<file path="config.mk">
export PLATFORM = sky130hd
export DESIGN_NAME = seq_detect_param
export DESIGN_NICKNAME = d
export VERILOG_FILES = /design/src/rtl/seq_detect_pkg.sv /design/src/rtl/seq_match_cnt.sv /design/src/rtl/seq_detect_param.sv
export SDC_FILE = /design/constraint.sdc
export NUM_CORES = 1
export LEC_CHECK = 0
export ABC_AREA = 1
export ABC_CLOCK_PERIOD_IN_PS = 3100
export CAP_MARGIN = 20
export CORE_UTILIZATION = 45
export DETAILED_ROUTE_END_ITERATION = 8
export GPL_ROUTABILITY_DRIVEN = 0
export PLACE_DENSITY_LB_ADDON = 0.05
export SETUP_SLACK_MARGIN = 0.4
export SLEW_MARGIN = 20
export SYNTH_ARGS = -nofsm -noshare
export SYNTH_HDL_FRONTEND = slang
export SYNTH_SLANG_ARGS = --single-unit
</file>
<file path="constraint.sdc">
create_clock -name clk -period 3.1 [get_ports clk]
set_input_delay 0.62 -clock clk [delete_from_list [all_inputs] [get_ports clk]]
set_output_delay 0.62 -clock clk [all_outputs]
set_load 0.01 [all_outputs]
</file>
<file path="src/rtl/seq_detect_pkg.sv">
// Shared constants and helpers for the parametrised serial-pattern detector.
// Helpers work on a fixed 32-bit width; callers cast the result to their own width.
package seq_detect_pkg;

   localparam int MASK_W = 32;

   localparam logic [MASK_W-1:0] DEF_RST_PATTERN = 32'h0000_000B;
   localparam int                DEF_RST_LEN     = 4;
   localparam logic              DEF_RST_OVERLAP = 1'b0;

   // Ones in bits [len-1:0], zeros above; len=0 yields an all-zero mask.
   function automatic logic [MASK_W-1:0] len_mask(input int len);
      logic [MASK_W-1:0] m;
      m = '0;
      for (int i = 0; i < MASK_W; i++) begin
         m[i] = (i < len);
      end
      return m;
   endfunction

   function automatic int clamp_len(input int len, input int max_len);
      return (len > max_len) ? max_len : len;
   endfunction

endpackage

</file>
<file path="src/rtl/seq_match_cnt.sv">
// Saturating match counter with synchronous clear; clear beats increment.
module seq_match_cnt #(
   parameter int CNT_W = 8
) (
   input  logic             clk,
   input  logic             res,
   input  logic             i_clr,
   input  logic             i_inc,
   output logic [CNT_W-1:0] o_cnt
);

   logic [CNT_W-1:0] r_cnt;

   // NOTE: sequential state is written with <= so every register samples pre-edge values.
   always_ff @(posedge clk) begin
      if (res || i_clr) begin
         r_cnt <= '0;
      end else if (i_inc && !(&r_cnt)) begin
         r_cnt <= r_cnt + 1'b1;
      end
   end

   assign o_cnt = r_cnt;

endmodule

</file>
<file path="src/rtl/seq_detect_param.sv">
// Moore serial-pattern detector with runtime pattern/length/overlap configuration,
// an input-valid qualifier and a saturating match counter.
module seq_detect_param
   import seq_detect_pkg::*;
#(
   parameter int                 MAX_LEN     = 8,
   parameter int                 CNT_W       = 8,
   parameter logic [MAX_LEN-1:0] RST_PATTERN = MAX_LEN'(DEF_RST_PATTERN),
   parameter int                 RST_LEN     = DEF_RST_LEN,
   parameter logic               RST_OVERLAP = DEF_RST_OVERLAP
) (
   input  logic                         clk,
   input  logic                         res,
   input  logic                         en,
   input  logic                         a,
   input  logic                         cfg_we,
   input  logic [MAX_LEN-1:0]           cfg_pattern,
   input  logic [$clog2(MAX_LEN+1)-1:0] cfg_len,
   input  logic                         cfg_overlap,
   input  logic                         cnt_clr,
   output logic                         y,
   output logic [CNT_W-1:0]             match_cnt
);

   localparam int LEN_W = $clog2(MAX_LEN+1);

   logic [MAX_LEN-1:0] r_hist;
   logic [LEN_W-1:0]   r_fill;
   logic [MAX_LEN-1:0] r_pattern;
   logic [LEN_W-1:0]   r_len;
   logic               r_overlap;
   logic               r_y;

   logic [MAX_LEN-1:0] w_hist_n;
   logic [LEN_W-1:0]   w_fill_n;
   logic [MAX_LEN-1:0] w_mask;
   logic               w_match;
   logic               w_inc;

   assign w_hist_n = {r_hist[MAX_LEN-2:0], a};
   assign w_fill_n = (r_fill == LEN_W'(MAX_LEN)) ? r_fill : r_fill + 1'b1;
   assign w_mask   = MAX_LEN'(len_mask(int'(r_len)));

   // Candidate match for the bit on `a`; only meaningful on a sample cycle.
   assign w_match = (r_len != '0) && (w_fill_n >= r_len)
                 && ((w_hist_n & w_mask) == (r_pattern & w_mask));
   assign w_inc   = en && !cfg_we && w_match;

   always_ff @(posedge clk) begin
      if (res) begin
         r_hist    <= '0;
         r_fill    <= '0;
         r_y       <= 1'b0;
         r_pattern <= RST_PATTERN;
         r_len     <= LEN_W'(clamp_len(RST_LEN, MAX_LEN));
         r_overlap <= RST_OVERLAP;
      end else if (cfg_we) begin
         r_hist    <= '0;
         r_fill    <= '0;
         r_y       <= 1'b0;
         r_pattern <= cfg_pattern;
         r_len     <= LEN_W'(clamp_len(int'(cfg_len), MAX_LEN));
         r_overlap <= cfg_overlap;
      end else if (en) begin
         r_hist <= w_hist_n;
         r_y    <= w_match;
         // Non-overlap restarts the fill count so the next match needs len fresh bits.
         r_fill <= (w_match && !r_overlap) ? '0 : w_fill_n;
      end else begin
         r_y <= 1'b0;
      end
   end

   seq_match_cnt #(
      .CNT_W (CNT_W)
   ) u_cnt (
      .clk   (clk),
      .res   (res),
      .i_clr (cnt_clr),
      .i_inc (w_inc),
      .o_cnt (match_cnt)
   );

   assign y = r_y;

endmodule

</file>
==> flow_summary.toml <==
[clocking]
clk_path_buf_depth = 2
postCtsSetupBuffers = 0
cts_root_buffer = "clkbuf_8"
cts.sinks = 33
clk_pin_slew_worst_paths_ns = 0.07
cts_tree = "built"
hold_buffers = 0
cts_max_level = 2
cts-resized-gates = 0
insertion_delay_ns = 0.29
cts_buffers = 5

[timing]
period_share = 0.7386
slew_headroom = 0.7325
worst_pin_slew_ns = 0.4008
skew_ns = 0.009672
hold_viol = 0
slew_violations = 0
period_minus_slack_ns = 2.290
rsz0062_at_grt = "false"
tns_ns = 0
fmax_mhz = 436.7
setup_viol = 0

[setup_path]
worstSetupPathType = "reg2reg"
end_kind = "flop"
critPathSlowestCell = "dfxtp_1"
path_cells = "inv_1 > ha_1 > nand3_1 > xor2_1 > inv_1 > ha_1 > o21bai_1 > nand2_1 > nand3_1 > nand2_2 > nor2_8 > nand2_1 > nand3_1 > a21oi_1"
crit_path_max_fanout = 10
start_kind = "flop"
worstPathArrival_ns = 2.45
required_ns = 3.26
crit_top_cell = "nand3_1"
cpPeakStageDelay_ns = 0.42

[finish]
multi_input_area_um2 = 900.9
n_antenna_cell = 0
seqCellArea_um2 = 660.6
area.growth.synth_to_final_pct = 25.50
fin_area_mm2 = 0.002125
utilization = 0.6126
drive_gt1_frac = 0.07407
final_cell_mix = "nand2_1, dfxtp_1, inv_1"
nFillCells = 326
final_common_cell = "nand2_1"
nNetsFinal = 296

[hold_path]
hold_class = "reg2reg"

[power_and_ir_drop]
irDropWorstVdd_mv = 0.3260
cellPowerDensity_mw_per_mm2 = 447.2
leakage_nw = 0.9170

[floorplan]
die-area_mm2 = 0.004011
core_area_mm2 = 0.003468
die_h_um = 63.34
chipWidth_um = 63.34
rows = 21
io_pins = 28
start_util = 0.4881

[yosys]
ys_seq_elements = 33
yosysSeqAreaShare = 0.3902
syn-instance-count = 238
synth.top_cells.by_area = "dfxtp_1, nand2_1, a21oi_1"
avgSynthCellArea_um2 = 7.113
ys_types = 23
yosys_warnings = 0
synth_area_mm2 = 0.001693
yosys.area.top_type = "dfxtp_1"
syn_nets = 264
synth_top_area_frac = 0.3902

[placed_design]
portBuffers = 27
dpl_cell_area_mm2 = 0.002021
hpwl_mm = 2.745

[global_routing]
grt_overflow = 0
antenna_found_initial = 0
grt_pass1_vias = 1368
grt_max_degree = 14
grt_pass1_wl_mm = 6.306
grtUsageTotal = 0.2087

[route]
dr.pass1.iters = 4
drcViolationCount = 0
vias_per_cell = 4.918
route.vias.total = 1554
postRouteAntennaNets = 0
routedWlPerCell_um = 11.69
dr.first_iter.drc_count = 90
wl_mm = 3.695

[flow_run]
max_cap_viol_count = 0

[outcome]
status = "complete, no violations"
## power by group
| part | internal [mW] | total (mW) | switching, mW |
|---|---|---|---|
| clock | 0.234 | 0.397 | 0.163 |
| combinational | 0.0476 | 0.106 | 0.0585 |
| sequential | 0.437 | 0.447 | 0.0102 |
## synthesized netlist by cell type
| cell | number |
|---|---|
| nand2_1 | 63 |
| inv_1 | 29 |
| a22o_1 | 3 |
| a21oi_1 | 22 |
| ha_1 | 7 |
| nor2_2 | 4 |
| nand4_1 | 8 |
| nand2_2 | 3 |
| buf_1 | 1 |
| o21ai_0 | 11 |
| dfxtp_1 | 33 |
| nand3_4 | 1 |
| xnor2_1 | 2 |
| inv_2 | 2 |
| nor2_1 | 19 |
| a32o_1 | 1 |
| clkbuf_1 | 3 |
| nor2_8 | 1 |
| nand3_1 | 16 |
| o211ai_1 | 1 |
| a211oi_1 | 1 |
| xor2_1 | 6 |
| o21bai_1 | 1 |
## area by class of cell
cell class              count  share of cell area
well taps                  46             0.02709
flip-flops and latches     33              0.3110
multi-input cells         170              0.4240
inverters                  31             0.05477
clock inverters             2             0.01649
clock buffers               5             0.03239
repair buffers             29              0.1343
## routing by layer
| metal | track usage | share of wire |
|---|---|---|
| met2 | 0.2779 | 0.39 |
| met5 | 0 | 0 |
| met3 | 0.05072 | 0.034 |
| met1 | 0.3027 | 0.55 |
| met4 | 0.1108 | 0.021 |
## critical path, delay by kind of cell (launching register included)
family,cells,cell delay [ns]
and+or+nand+nor,7,0.76
DFF,1,0.42
adders and majority gates,2,0.38
xor gates and xnor gates,1,0.23
AOI/OAI and AO/OA,2,0.20
buffers and inverters,2,0.15
## cell families after synthesis
logic type,synth area share
buf+inv,0.07760
xor+xnor,0.04139
flops,0.3902
fa+ha+maj,0.05173
simple gates,0.3067
compound gates,0.1323
## per-stage QoR
stage	instances	power [mW]	setup WS, ns	hold WS (ns)
CTS	316	0.9563	0.8474	0.4731
floorplan	238	0.5196	1.109	0.4441
global route	316	0.9916	0.5908	0.5146
finish	316	0.9501	0.8102	0.4684
detailed placement	309	0.5634	0.6804	0.4625
global placement	309	0.5626	0.7134	0.4570
## path summary, 6_finish.rpt
| check | start | endpoint | slack, ns | cells after the start |
|---|---|---|---|---|
| setup / recovery | r_fill[0] | r_fill[3] | 0.81 | 14 |
| hold / removal | r_pattern[1] | r_pattern[1] | 0.47 | 2 |
| setup reg to reg | r_fill[0] | r_fill[3] | 0.81 | 14 |
| hold reg to reg | r_pattern[1] | r_pattern[1] | 0.47 | 2 |
## state kept, by name (all words and copies together) (netlist names)
| register | cells |
|---|---|
| r_fill | 4 |
| r_hist | 7 |
| y | 1 |
| r_len | 4 |
| r_overlap | 1 |
| r_pattern | 8 |
| u_cnt.o_cnt | 8 |
Note: power is estimated with default switching activity, not from simulation.
==> variant: new RTL, same settings <==
`CNT_W` is set to 8 in 2 places; all go to 9.
--- a/src/rtl/seq_match_cnt.sv
+++ b/src/rtl/seq_match_cnt.sv
@@ -1,6 +1,6 @@
 // Saturating match counter with synchronous clear; clear beats increment.
 module seq_match_cnt #(
-   parameter int CNT_W = 8
+   parameter int CNT_W = 9
 ) (
    input  logic             clk,
    input  logic             res,
--- a/src/rtl/seq_detect_param.sv
+++ b/src/rtl/seq_detect_param.sv
@@ -4,7 +4,7 @@
    import seq_detect_pkg::*;
 #(
    parameter int                 MAX_LEN     = 8,
-   parameter int                 CNT_W       = 8,
+   parameter int                 CNT_W       = 9,
    parameter logic [MAX_LEN-1:0] RST_PATTERN = MAX_LEN'(DEF_RST_PATTERN),
    parameter int                 RST_LEN     = DEF_RST_LEN,
    parameter logic               RST_OVERLAP = DEF_RST_OVERLAP
Ports: changed (resized match_cnt); port bits go from 28 to 29. No check against the original RTL was run, so the function may have changed too.
==> variant against the original RTL <==
  * Wire length is 1.7% lower
  * Power up 11%
  * Final area grew 3.7%
  * First-iteration DRC count is 23% higher
  * Largest cell class unchanged
  * Worst setup slack worse by 0.027 ns
  * Synthesized area is 2.0% higher
  * Critical path type unchanged
  * Critical endpoint is now u_cnt.o_cnt[0]
  * Clock power is 23% higher
  * Highest routed layer unchanged
  * Sequential cell count is 1 higher
  * Largest power group is now the clock network
  * Hold slack improved by 0.012 ns
==> variant: results (changes against the original RTL) <==
ir_drop_mv: 0.241  # was 0.326 mV
synthAdderAreaFrac_pct: 5.80  # was 5.17%
grt_pass1_wl_mm: 6.28  # was 6.31 mm
grt_use_met2_pct: 31.0  # was 27.8%
comb_power_share_pct: 9.9  # was 11.2%
grtUsageMet1_pct: 26.5  # was 30.3%
path_max_fanout: 11  # was 10
clock_power_share_pct: 46.5  # was 41.7%
first_iter_violations: 111  # was 90
grt_use_met3_pct: 4.11  # was 5.07%
multi_input_area_um2: 886  # was 901 µm²
grt_max_degree: 15  # was 14
cts.sinks: 34  # was 33
multi_input_area_share_pct: 40.2  # was 42.4%
syn_avg_cell_area_um2: 7.11  # about the same
multi_input_cells: 168  # was 170
placed_area_um2: 2060  # was 2020 µm²
p_per_area_nw_per_um2: 479  # was 447 nW/µm²
synthTopCellsByArea: "dfxtp_1 39%, nand2_1 12%, inv_1 7.6%, a21oi_1 6.7%, ha_1 5.8%"  # was dfxtp_1 39%, nand2_1 14%, a21oi_1 6.5%, inv_1 6.4%, ha_1 5.2%
arrival_ns: 2.50  # was 2.45 ns
drive_gt1_share_pct: 5.78  # was 7.41%
gr-usage-all-layers_pct: 19.7  # was 20.9%
worstMarginPinSlew_ns: 0.395  # was 0.401 ns
outcome: "completed"  # unchanged
dp.cells: 317  # was 309
whs_endpoint: "r_pattern[0]"  # was r_pattern[1]
clkCellAreaFrac_pct: 6.25  # was 4.89%
layout.cells.non_filler: 325  # was 316
hold_slack_ns: 0.480  # was 0.468 ns
intPower_mw: 0.820  # was 0.718 mW
post-dp-hpwl_mm: 2.71  # was 2.74 mm
num_rows: 22  # was 21
ys_seq_area_share_pct: 39.4  # was 39.0%
power_leakage_nw: 0.929  # was 0.917 nW
wl_met2_mm: 1.62  # was 1.46 mm
yosys.area_share.xor_xnor_pct: 4.57  # was 4.14%
[variant: changes by cell type in the layout (fill, tap and decap cells not counted), moves of 3 or more]
cell | unedited run | this run
o21ai_0 | 11 | 16
nor2_1 | 19 | 16
nand3_1 | 16 | 19
nand2_1 | 63 | 57
inv_1 | 29 | 35
nand2_2 | 3 | 0
[variant: worst max path at each step]
| stage | endpoint | cells after the start | slack, ns | start |
|---|---|---|---|---|
| final | u_cnt.o_cnt[0] | 13 | 0.78 | r_fill[0] |
| after global routing | u_cnt.o_cnt[0] | 14 | 0.45 | r_fill[0] |
| after CTS | u_cnt.o_cnt[0] | 13 | 0.62 | r_fill[0] |
| after detailed placement | u_cnt.o_cnt[0] | 12 | 0.60 | a |
| after global placement | u_cnt.o_cnt[0] | 12 | 0.65 | a |
| after floorplan | r_fill[2] | 14 | 1.08 | r_fill[0] |
[variant: worst min-delay path: stages (launching register included)]
cell	delay, ns
dfxtp_1	0.31
inv_1	0.07
a21oi_1	0.06
